==> src/rtl/cotm32_pkg.sv <==
// Shared types for the cotm32 load/store path: op kinds, fault codes, LSU bus states
// and small decode helpers used by the bus adapter.
package cotm32_pkg;

    localparam int XLEN       = 32;
    localparam int BYTE_WIDTH = 8;
    localparam int LANES      = XLEN / BYTE_WIDTH;
    localparam int OFF_W      = $clog2(LANES);

    typedef enum logic [3:0] {
        LSU_NONE,
        LSU_LB,
        LSU_LH,
        LSU_LW,
        LSU_LBU,
        LSU_LHU,
        LSU_SB,
        LSU_SH,
        LSU_SW
    } lsu_ls_t;

    typedef enum logic [1:0] {
        LSU_FAULT_NONE,
        LSU_FAULT_MISALIGNED,
        LSU_FAULT_TIMEOUT
    } lsu_fault_t;

    typedef enum logic [1:0] {
        LSU_ST_IDLE,
        LSU_ST_BUS,
        LSU_ST_RESP
    } lsu_state_t;

    function automatic logic lsu_is_store(lsu_ls_t op);
        return (op == LSU_SB) || (op == LSU_SH) || (op == LSU_SW);
    endfunction

    function automatic logic lsu_misaligned(lsu_ls_t op, logic [OFF_W-1:0] off);
        case (op)
            LSU_LH, LSU_LHU, LSU_SH: return off[0];
            LSU_LW, LSU_SW:          return off != '0;
            default:                 return 1'b0;
        endcase
    endfunction

    // Byte enables are only ever non-zero for stores; loads read the whole word.
    function automatic logic [LANES-1:0] lsu_wstrb(lsu_ls_t op, logic [OFF_W-1:0] off);
        logic [LANES-1:0] one_b;
        logic [LANES-1:0] two_b;
        one_b    = '0;
        one_b[0] = 1'b1;
        two_b    = '0;
        two_b[1:0] = 2'b11;
        case (op)
            LSU_SB:  return one_b << off;
            LSU_SH:  return two_b << off;
            LSU_SW:  return '1;
            default: return '0;
        endcase
    endfunction

endpackage

==> src/rtl/lsu_lane.sv <==
// Byte-lane steering: in store mode shifts LSB-aligned data up to its lane, in load
// mode shifts the addressed lane down and sign/zero-extends it.
module lsu_lane
    import cotm32_pkg::*;
#(
    parameter int XLEN = cotm32_pkg::XLEN
) (
    input  logic                                  store_mode_i,
    input  lsu_ls_t                               op_i,
    input  logic [$clog2(XLEN/BYTE_WIDTH)-1:0]    off_i,
    input  logic [XLEN-1:0]                       data_i,
    output logic [XLEN-1:0]                       data_o
);

    logic [XLEN-1:0] shifted;

    always_comb begin
        data_o  = '0;
        shifted = data_i >> {off_i, 3'b000};
        if (store_mode_i) begin
            case (op_i)
                LSU_SB:  data_o = {{(XLEN-8){1'b0}}, data_i[7:0]} << {off_i, 3'b000};
                LSU_SH:  data_o = {{(XLEN-16){1'b0}}, data_i[15:0]} << {off_i, 3'b000};
                LSU_SW:  data_o = data_i;
                default: data_o = '0;
            endcase
        end else begin
            case (op_i)
                LSU_LB:  data_o = {{(XLEN-8){shifted[7]}}, shifted[7:0]};
                LSU_LBU: data_o = {{(XLEN-8){1'b0}}, shifted[7:0]};
                LSU_LH:  data_o = {{(XLEN-16){shifted[15]}}, shifted[15:0]};
                LSU_LHU: data_o = {{(XLEN-16){1'b0}}, shifted[15:0]};
                LSU_LW:  data_o = data_i;
                default: data_o = '0;
            endcase
        end
    end

endmodule

==> src/rtl/lsu_bus.sv <==
// Load/store unit bus adapter: accepts one core request at a time, runs a single
// word-aligned bus transfer with optional timeout, and returns an extended result.
module lsu_bus
    import cotm32_pkg::*;
#(
    parameter int          XLEN    = cotm32_pkg::XLEN,
    parameter int unsigned TIMEOUT = 16
) (
    input  logic                         i_clk,
    input  logic                         i_rst,
    input  logic                         i_valid,
    output logic                         o_ready,
    input  lsu_ls_t                      i_op,
    input  logic [XLEN-1:0]              i_addr,
    input  logic [XLEN-1:0]              i_wdata,
    output logic                         o_done,
    output logic [XLEN-1:0]              o_rdata,
    output lsu_fault_t                   o_fault,
    output logic                         o_mem_req,
    output logic                         o_mem_we,
    output logic [XLEN-1:0]              o_mem_addr,
    output logic [XLEN-1:0]              o_mem_wdata,
    output logic [XLEN/BYTE_WIDTH-1:0]   o_mem_wstrb,
    input  logic                         i_mem_ack,
    input  logic [XLEN-1:0]              i_mem_rdata
);

    localparam int OW = $clog2(XLEN / BYTE_WIDTH);
    localparam int CW = (TIMEOUT > 0) ? $clog2(TIMEOUT + 1) : 1;

    lsu_state_t      state_q, state_d;
    lsu_ls_t         op_q, op_d;
    logic [XLEN-1:0] addr_q, addr_d;
    logic [XLEN-1:0] wdata_q, wdata_d;
    logic [CW-1:0]   cnt_q, cnt_d;
    logic            req_q, req_d;
    logic [XLEN-1:0] rdata_q, rdata_d;
    lsu_fault_t      fault_q, fault_d;

    logic [XLEN-1:0] st_data;
    logic [XLEN-1:0] ld_data;
    logic            timeout_hit;

    lsu_lane #(.XLEN(XLEN)) u_store_lane (
        .store_mode_i (1'b1),
        .op_i         (op_q),
        .off_i        (addr_q[OW-1:0]),
        .data_i       (wdata_q),
        .data_o       (st_data)
    );

    lsu_lane #(.XLEN(XLEN)) u_load_lane (
        .store_mode_i (1'b0),
        .op_i         (op_q),
        .off_i        (addr_q[OW-1:0]),
        .data_i       (i_mem_rdata),
        .data_o       (ld_data)
    );

    // The counter holds the number of ack-less BUS cycles already elapsed, so the
    // current cycle is the TIMEOUT-th one when cnt_q + 1 reaches TIMEOUT.
    assign timeout_hit = (TIMEOUT != 0) && ((32'(cnt_q) + 32'd1) == TIMEOUT);

    always_comb begin
        state_d = state_q;
        op_d    = op_q;
        addr_d  = addr_q;
        wdata_d = wdata_q;
        cnt_d   = cnt_q;
        req_d   = req_q;
        rdata_d = rdata_q;
        fault_d = fault_q;
        case (state_q)
            LSU_ST_IDLE: begin
                if (i_valid && (i_op != LSU_NONE)) begin
                    op_d    = i_op;
                    addr_d  = i_addr;
                    wdata_d = i_wdata;
                    cnt_d   = '0;
                    if (lsu_misaligned(i_op, i_addr[OW-1:0])) begin
                        state_d = LSU_ST_RESP;
                        fault_d = LSU_FAULT_MISALIGNED;
                        rdata_d = '0;
                    end else begin
                        state_d = LSU_ST_BUS;
                        req_d   = 1'b1;
                    end
                end
            end
            LSU_ST_BUS: begin
                // An ack in the final timeout cycle still completes normally.
                if (i_mem_ack) begin
                    state_d = LSU_ST_RESP;
                    req_d   = 1'b0;
                    fault_d = LSU_FAULT_NONE;
                    rdata_d = lsu_is_store(op_q) ? '0 : ld_data;
                end else if (timeout_hit) begin
                    state_d = LSU_ST_RESP;
                    req_d   = 1'b0;
                    fault_d = LSU_FAULT_TIMEOUT;
                    rdata_d = '0;
                end else begin
                    cnt_d = cnt_q + 1'b1;
                end
            end
            LSU_ST_RESP: begin
                state_d = LSU_ST_IDLE;
            end
            default: begin
                state_d = LSU_ST_IDLE;
            end
        endcase
    end

    always_ff @(posedge i_clk) begin
        if (i_rst) begin
            state_q <= LSU_ST_IDLE;
            op_q    <= LSU_NONE;
            addr_q  <= '0;
            wdata_q <= '0;
            cnt_q   <= '0;
            req_q   <= 1'b0;
            rdata_q <= '0;
            fault_q <= LSU_FAULT_NONE;
        end else begin
            state_q <= state_d;
            op_q    <= op_d;
            addr_q  <= addr_d;
            wdata_q <= wdata_d;
            cnt_q   <= cnt_d;
            req_q   <= req_d;
            rdata_q <= rdata_d;
            fault_q <= fault_d;
        end
    end

    assign o_ready     = (state_q == LSU_ST_IDLE);
    assign o_done      = (state_q == LSU_ST_RESP);
    assign o_rdata     = rdata_q;
    assign o_fault     = fault_q;
    assign o_mem_req   = req_q;
    assign o_mem_we    = lsu_is_store(op_q);
    assign o_mem_addr  = {addr_q[XLEN-1:OW], {OW{1'b0}}};
    assign o_mem_wdata = st_data;
    assign o_mem_wstrb = lsu_wstrb(op_q, addr_q[OW-1:0]);

endmodule

==> config.mk <==
export PLATFORM = sky130hd
export DESIGN_NAME = lsu_bus
export DESIGN_NICKNAME = d
export VERILOG_FILES = /design/src/rtl/cotm32_pkg.sv /design/src/rtl/lsu_lane.sv /design/src/rtl/lsu_bus.sv
export SDC_FILE = /design/constraint.sdc
export NUM_CORES = 1
export LEC_CHECK = 0
export ABC_CLOCK_PERIOD_IN_PS = 3640
export CELL_PAD_IN_SITES_DETAIL_PLACEMENT = 1
export CELL_PAD_IN_SITES_GLOBAL_PLACEMENT = 1
export CORE_MARGIN = 5
export CORE_UTILIZATION = 34
export DETAILED_ROUTE_END_ITERATION = 12
export HOLD_SLACK_MARGIN = 0.15
export PLACE_DENSITY_LB_ADDON = 0.1
export SLEW_MARGIN = 20
export SYNTH_ARGS = -nofsm -noshare
export SYNTH_HDL_FRONTEND = slang
export SYNTH_SLANG_ARGS = --single-unit
==> constraint.sdc <==
create_clock -name i_clk -period 3.64 [get_ports i_clk]
set_input_delay 0.728 -clock i_clk [delete_from_list [all_inputs] [get_ports i_clk]]
set_output_delay 0.728 -clock i_clk [all_outputs]
set_load 0.02 [all_outputs]
==> results of run 1 <==
## cell type report
cell class                      instances  share of cell area (%)
Multi-Input combinational cell        473                    35.6
Sequential cell                       110                    28.3
Timing Repair Buffer                  222                    28.0
Tap cell                              216                    3.47
Clock buffer                            9                    2.89
Clock inverter                          7                   0.917
Inverter                               17                   0.820
## through the flow
step	cells	power [mW]	hold slack [ps]	utilization, %
floorplan	681	1.67	437	-
global placement	1038	1.91	437	47.2
detailed placement	1038	1.93	444	47.2
CTS	1054	2.96	454	49.1
global route	1054	3.06	480	49.2
finish	1054	2.92	447	49.2
## sequential cells by signal (all words and copies together), names as in the netlist
register	count
addr_q	32
cnt_q	5
o_fault	2
o_mem_req	1
o_rdata	32
op_q	4
state_q	2
wdata_q	32
## per-layer routing
layer,share of wire (%),global-route usage (%)
met1,43,25.3
met2,47,34.0
met3,7.6,6.03
met4,2.3,7.22
met5,0,0
## cell families (layout without fill, tap and decap cells)
| kind of cell | after synthesis | count (layout) | synth area share (%) |
|---|---|---|---|
| AO/OA/AOI/OAI | 201 | 201 | 24.8 |
| adder cells (fa/ha/maj) | 1 | 1 | 0.229 |
| buffers and inverters | 98 | 255 | 9.59 |
| flip-flops | 110 | 110 | 40.4 |
| multiplexers | 27 | 27 | 5.03 |
| other | 1 | 2 | 0.0688 |
| AND/OR/NAND/NOR | 242 | 242 | 19.9 |
## worst reg2reg max path, stage by stage (launching register included)
cell and delay [ps]:
dfxtp_1 620, and2b_2 330, a21oi_1 290, o41ai_4 180, nor2b_4 530, a221o_1 280
## final timing paths
check,endpoint,start
worst min-delay path,o_mem_req$_SDFFE_PP0P_,o_mem_req$_SDFFE_PP0P_
worst max-delay path,o_mem_wdata[15],op_q[2]$_SDFFE_PP0P_
worst max register to register,o_rdata[1]$_SDFFE_PP0P_,state_q[1]$_SDFFE_PP0P_
worst min register to register,o_mem_req$_SDFFE_PP0P_,o_mem_req$_SDFFE_PP0P_
## power by group
group / internal (mW) / total [mW] / switching (mW)
Sequential: 1.26 / 1.32 / 0.0580
Clock: 0.539 / 1.01 / 0.474
Combinational: 0.269 / 0.581 / 0.312
## cell usage in the layout, fill, tap and decap left out, types with 2 or more instances in the layout
| cell | n |
|---|---|
| conb_1 | 2 |
| and4b_1 | 2 |
| nand3_1 | 2 |
| clkinv_2 | 3 |
| and2_1 | 11 |
| nand2_1 | 162 |
| or3_1 | 2 |
| nor2b_1 | 13 |
| mux2i_1 | 24 |
| a22oi_1 | 8 |
| inv_1 | 17 |
| a222oi_1 | 8 |
| clkbuf_16 | 9 |
| a221o_1 | 23 |
| o21ai_0 | 27 |
| dfxtp_1 | 110 |
| a22o_1 | 24 |
| nor2_1 | 23 |
| inv_6 | 3 |
| nor3_1 | 5 |
| o21ai_1 | 4 |
| clkdlybuf4s50_1 | 206 |
| mux2_2 | 3 |
| or2_2 | 3 |
| nand2b_1 | 4 |
| nor2_4 | 3 |
| a21oi_1 | 91 |
| o32ai_1 | 2 |
| buf_4 | 15 |
==> impl_metrics.tcl, run 1 <==
set metrics [dict create \
    cpMostUsedCell "a22o_1" \
    io_pins 210 \
    seq_area_um2 2200 \
    fin_crit_sh_pct 95.0 \
    ys_seq_elements 110 \
    max_slew_margin_pct 43.9 \
    finalCriticalPeriod_ps 3460 \
    port_buffers 207 \
    rsz0062_at_grt "false" \
    place_area_um2 7460 \
    first_global_vias 5743 \
    route.vias.total 5488 \
    hpwl_um 14600 \
    cts_resized 3 \
    synthTopCellsByCount "nand2_1, dfxtp_1, a21oi_1" \
    min_path_cells 2 \
    ys_top_cells_by_area "dfxtp_1, nand2_1, a21oi_1" \
    peakVddDrop_mv 0.236 \
    hold_viol 0 \
    die_y_um 137 \
    worst_slew_pin_slew_ps 841 \
    clkLatencyLatePin_ps 350 \
    via_per_inst 5.21 \
    async_flop_share_pct 0 \
    max_stage_delay_ps 650 \
    routed_wl_um 19600 \
    ys.flop_type "dfxtp_1" \
    cts_buffers 9 \
    drt_iter0_markers 317 \
    cts_tree "done" \
    status "complete, no violations" \
    cts_sinks 110 \
    drt-pass1-iter-count 8 \
    clk_pin_slew_ps 80 \
    clockBufferDepth 2 \
    p_per_area_nw_per_um2 375 \
    num_rows 46 \
    synth_top_area_cell "dfxtp_1" \
    setup_viol 0 \
    antenna_found_initial 0 \
    setup_slack_ps 183 \
    start_util_pct 34.5 \
    finalMaxSlewViolations 0 \
    worstRegToRegCells 5 \
    cp-start-kind "register" \
    min_path_type "register to register" \
    drive_above_1_share_pct 6.21 \
    die_w_um 137 \
    avgSynthCellArea_um2 8.02 \
    syn_inst 680 \
    path_class "register to output port" \
    grt_pass1_wl_um 30400 \
    n_antenna_cell 0 \
    critPathCaptureType "output port" \
    overflow 0 \
    rrSetupSlack_ps 1350 \
    area_delta_synth_final_pct 42.7 \
    clock-root-buffer "clkbuf_16" \
    ys_types 53 \
    grtUsageTotal_pct 20.5 \
    critPathBufInv 1 \
    htree_levels 3 \
    path_depth 6 \
    yosysSeqAreaShare_pct 40.4 \
    tns_ps 0 \
    crit_required_ps 2910 \
    finalWeightedCongestion 0.835 \
    fillers 1834 \
    pre_cts_slack_ps 296 \
    ant_nets 0 \
    cts_setup_buffers 0 \
    wl_per_cell_um 18.6 \
    nets 938 \
    drcViolationCount 0 \
    critical_path.max_fanout 10 \
    crit_chain "nand2_1 -> or2_2 -> nor2_4 -> a22o_1 -> a22o_1 -> clkdlybuf4s50_1" \
    fin_area_um2 7780 \
    synth_edf_count 0 \
    yosysTopAreaCellShare_pct 40.4 \
    multi_input_area_um2 2770 \
    yosysMostFrequentCell "nand2_1" \
    cp.arrival_ps 2730 \
    final.setup_skew_ps 7.36 \
    die_area_um2 18700 \
    yosys_warnings 0 \
    max_freq_ghz 0.289 \
    crit_slowest_cell "clkdlybuf4s50_1" \
    power_leakage_nw 2.79 \
    crit_family "simple AND/OR/NAND/NOR gates" \
    cap_viol_max_count 0 \
    grt_max_degree 78 \
    core_area_um2 15800 \
    hold_buffers 0 \
    synth_area_um2 5450 \
]
Power figures use the tool's default switching activity.
==> run 2: changes to the inputs <==
Settings changed: RECOVER_POWER set to 25.
==> run 2 against run 1 <==
Clock power hardly changed; first-iteration DRC count fell by 0.32%; largest cell class unchanged; power fell by 0.30%; largest power group unchanged.
==> impl_metrics.tcl, run 2 (synthesis results as in run 1) <==
set metrics [dict create \
    status "complete, no violations" \
    clock-root-buffer "clkbuf_16" \
    path_class "register to output port" \
    clockBufferDepth 2 \
    pwr-share-comb_pct 19.7 \
    die_area_um2 18700 \
    first_global_vias 5743 \
    cpMostUsedCell "a22o_1" \
    worstSetupEndpoint "o_mem_wdata[15]" \
    setup_viol 0 \
    crit_slowest_cell "clkdlybuf4s50_1" \
    antenna_found_initial 0 \
    rsz0062_at_grt "false" \
    drt_iter0_markers 316 \
    die_y_um 137 \
    ant_nets 0 \
    mostFrequentLayoutCells "nand2_1, clkdlybuf4s50_1, dfxtp_1, a21oi_1, dlygate4sd3_1" \
    via_per_inst 5.24 \
    cts_sinks 110 \
    cap_viol_max_count 0 \
    clk_pin_slew_ps 80 \
    critPathLaunch "op_q[2]$_SDFFE_PP0P_" \
    cts_buffers 9 \
    hold_viol 0 \
    area_delta_synth_final_pct 42.7 \
    cp-start-kind "register" \
    critPathCaptureType "output port" \
    final.setup_skew_ps 7.21 \
    max_slew_margin_pct 43.6 \
    worstRegToRegCells 5 \
    max_freq_ghz 0.289 \
    clkLatencyLatePin_ps 350 \
    num_rows 46 \
    p_sw_share_pct 29.0 \
    worst_slew_pin_slew_ps 846 \
    port_buffers 207 \
    io_pins 210 \
    r2r_end "o_rdata[1]$_SDFFE_PP0P_" \
    grt_max_degree 78 \
    drcViolationCount 0 \
    finalMaxSlewViolations 0 \
    grt_pass1_wl_um 30400 \
    grtUsageTotal_pct 20.5 \
    finalWeightedCongestion 0.835 \
    seqPwrFrac_pct 45.4 \
    cts_tree "done" \
    n_antenna_cell 0 \
    p_sw_uw 843 \
    fillers 1834 \
    hpwl_um 14600 \
    tns_ps 0 \
    clkPwrFrac_pct 34.8 \
    finalCriticalPeriod_ps 3460 \
    min_path_type "register to register" \
    overflow 0 \
    r2r-start "state_q[1]$_SDFFE_PP0P_" \
    p_int_mw 2.06 \
    crit_required_ps 2910 \
    htree_levels 3 \
    fin_crit_sh_pct 95.1 \
    route.vias.total 5518 \
    die_w_um 137 \
    max_stage_delay_ps 650 \
    critical_path.max_fanout 10 \
    drive_above_1_share_pct 6.21 \
    crit_chain "nand2_1 -> or2_2 -> nor2_4 -> a22o_1 -> a22o_1 -> clkdlybuf4s50_1" \
    rrSetupSlack_ps 1350 \
    fin_util_pct 49.2 \
    cts_setup_buffers 0 \
    power_leakage_nw 2.95 \
    hold_path.startpoint "o_mem_req$_SDFFE_PP0P_" \
    p_per_area_nw_per_um2 374 \
    routed_wl_um 19600 \
    nets 938 \
    start_util_pct 34.5 \
    peakVddDrop_mv 0.236 \
    wl_per_cell_um 18.6 \
    final_common_cell "nand2_1" \
    core_area_um2 15800 \
    cp.arrival_ps 2730 \
    drt-pass1-iter-count 5 \
]
run 2: cell types whose count changed in the layout (fill, tap and decap cells not counted):
cell	before	now
dlygate4sd3_1	0	52
clkdlybuf4s50_1	206	154
run 2: layer usage:
layer	share of wire, %	wire, µm	GRT usage, %
met1	43	8410	25.3
met2	47	9230	34.0
met3	7.9	1540	6.03
met4	2.2	432	7.22
met5	0	0	0
run 2: area by class of cell:
| cell class | count | area, µm² | share of cell area, % |
|---|---|---|---|
| clock buffer | 9 | 225 | 2.89 |
| clock inverter | 7 | 71.3 | 0.917 |
| inverter | 17 | 63.8 | 0.820 |
| multi-input combinational | 473 | 2770 | 35.6 |
| sequential | 110 | 2200 | 28.3 |
| tap | 216 | 270 | 3.47 |
| timing repair buffer | 222 | 2180 | 28.0 |
run 2: metrics by stage:
| stage | setup WS (ps) | instances | hold WS, ps | instance area [µm²] | total power [mW] |
|---|---|---|---|---|---|
| 6_report | 178 | 1054 | 444 | 7780 | 2.91 |
| 5_1_grt | 20.8 | 1054 | 478 | 7780 | 3.05 |
| 4_1_cts | 43.5 | 1054 | 454 | 7770 | 2.96 |
| 3_5_place_dp | 296 | 1038 | 444 | 7460 | 1.93 |
| 3_3_place_gp | 402 | 1038 | 437 | 7460 | 1.91 |
| 2_1_floorplan | 1080 | 681 | 437 | 5460 | 1.67 |
run 2: power by group through the flow:
stage | combinational [mW] | sequential (mW) | clock, mW
after floorplan | 0.341 | 1.33 | 0
after global placement | 0.566 | 1.35 | 0
after detailed placement | 0.580 | 1.35 | 0
after CTS | 0.586 | 1.32 | 1.06
after global routing | 0.622 | 1.33 | 1.10
final | 0.573 | 1.32 | 1.01
run 2: what timing repair did:
action                                  in CTS  in global routing
endpoints found under the setup margin      25                 24
gates cloned                                 0                  0
hold endpoints to repair                     0                  0
resized for setup                            3                  2
hold buffers                                 0                  0
run 2: critical path, delay by kind of cell (launching register included):
family	cells	cell delay, ps
flip-flops	1	530
buffers and inverters	1	650
AND/OR/NAND/NOR	3	890
AO/OA/AOI/OAI	2	320
run 2: how the worst min path moves through the flow:
stage,to,slack [ps],cells after the start
after floorplan,wdata_q[16]$_SDFFE_PP0P_,440,2
after global placement,o_mem_req$_SDFFE_PP0P_,440,2
after detailed placement,o_mem_req$_SDFFE_PP0P_,440,2
after CTS,o_mem_req$_SDFFE_PP0P_,450,2
after global routing,addr_q[25]$_SDFFE_PP0P_,480,2
final,o_mem_req$_SDFFE_PP0P_,440,2
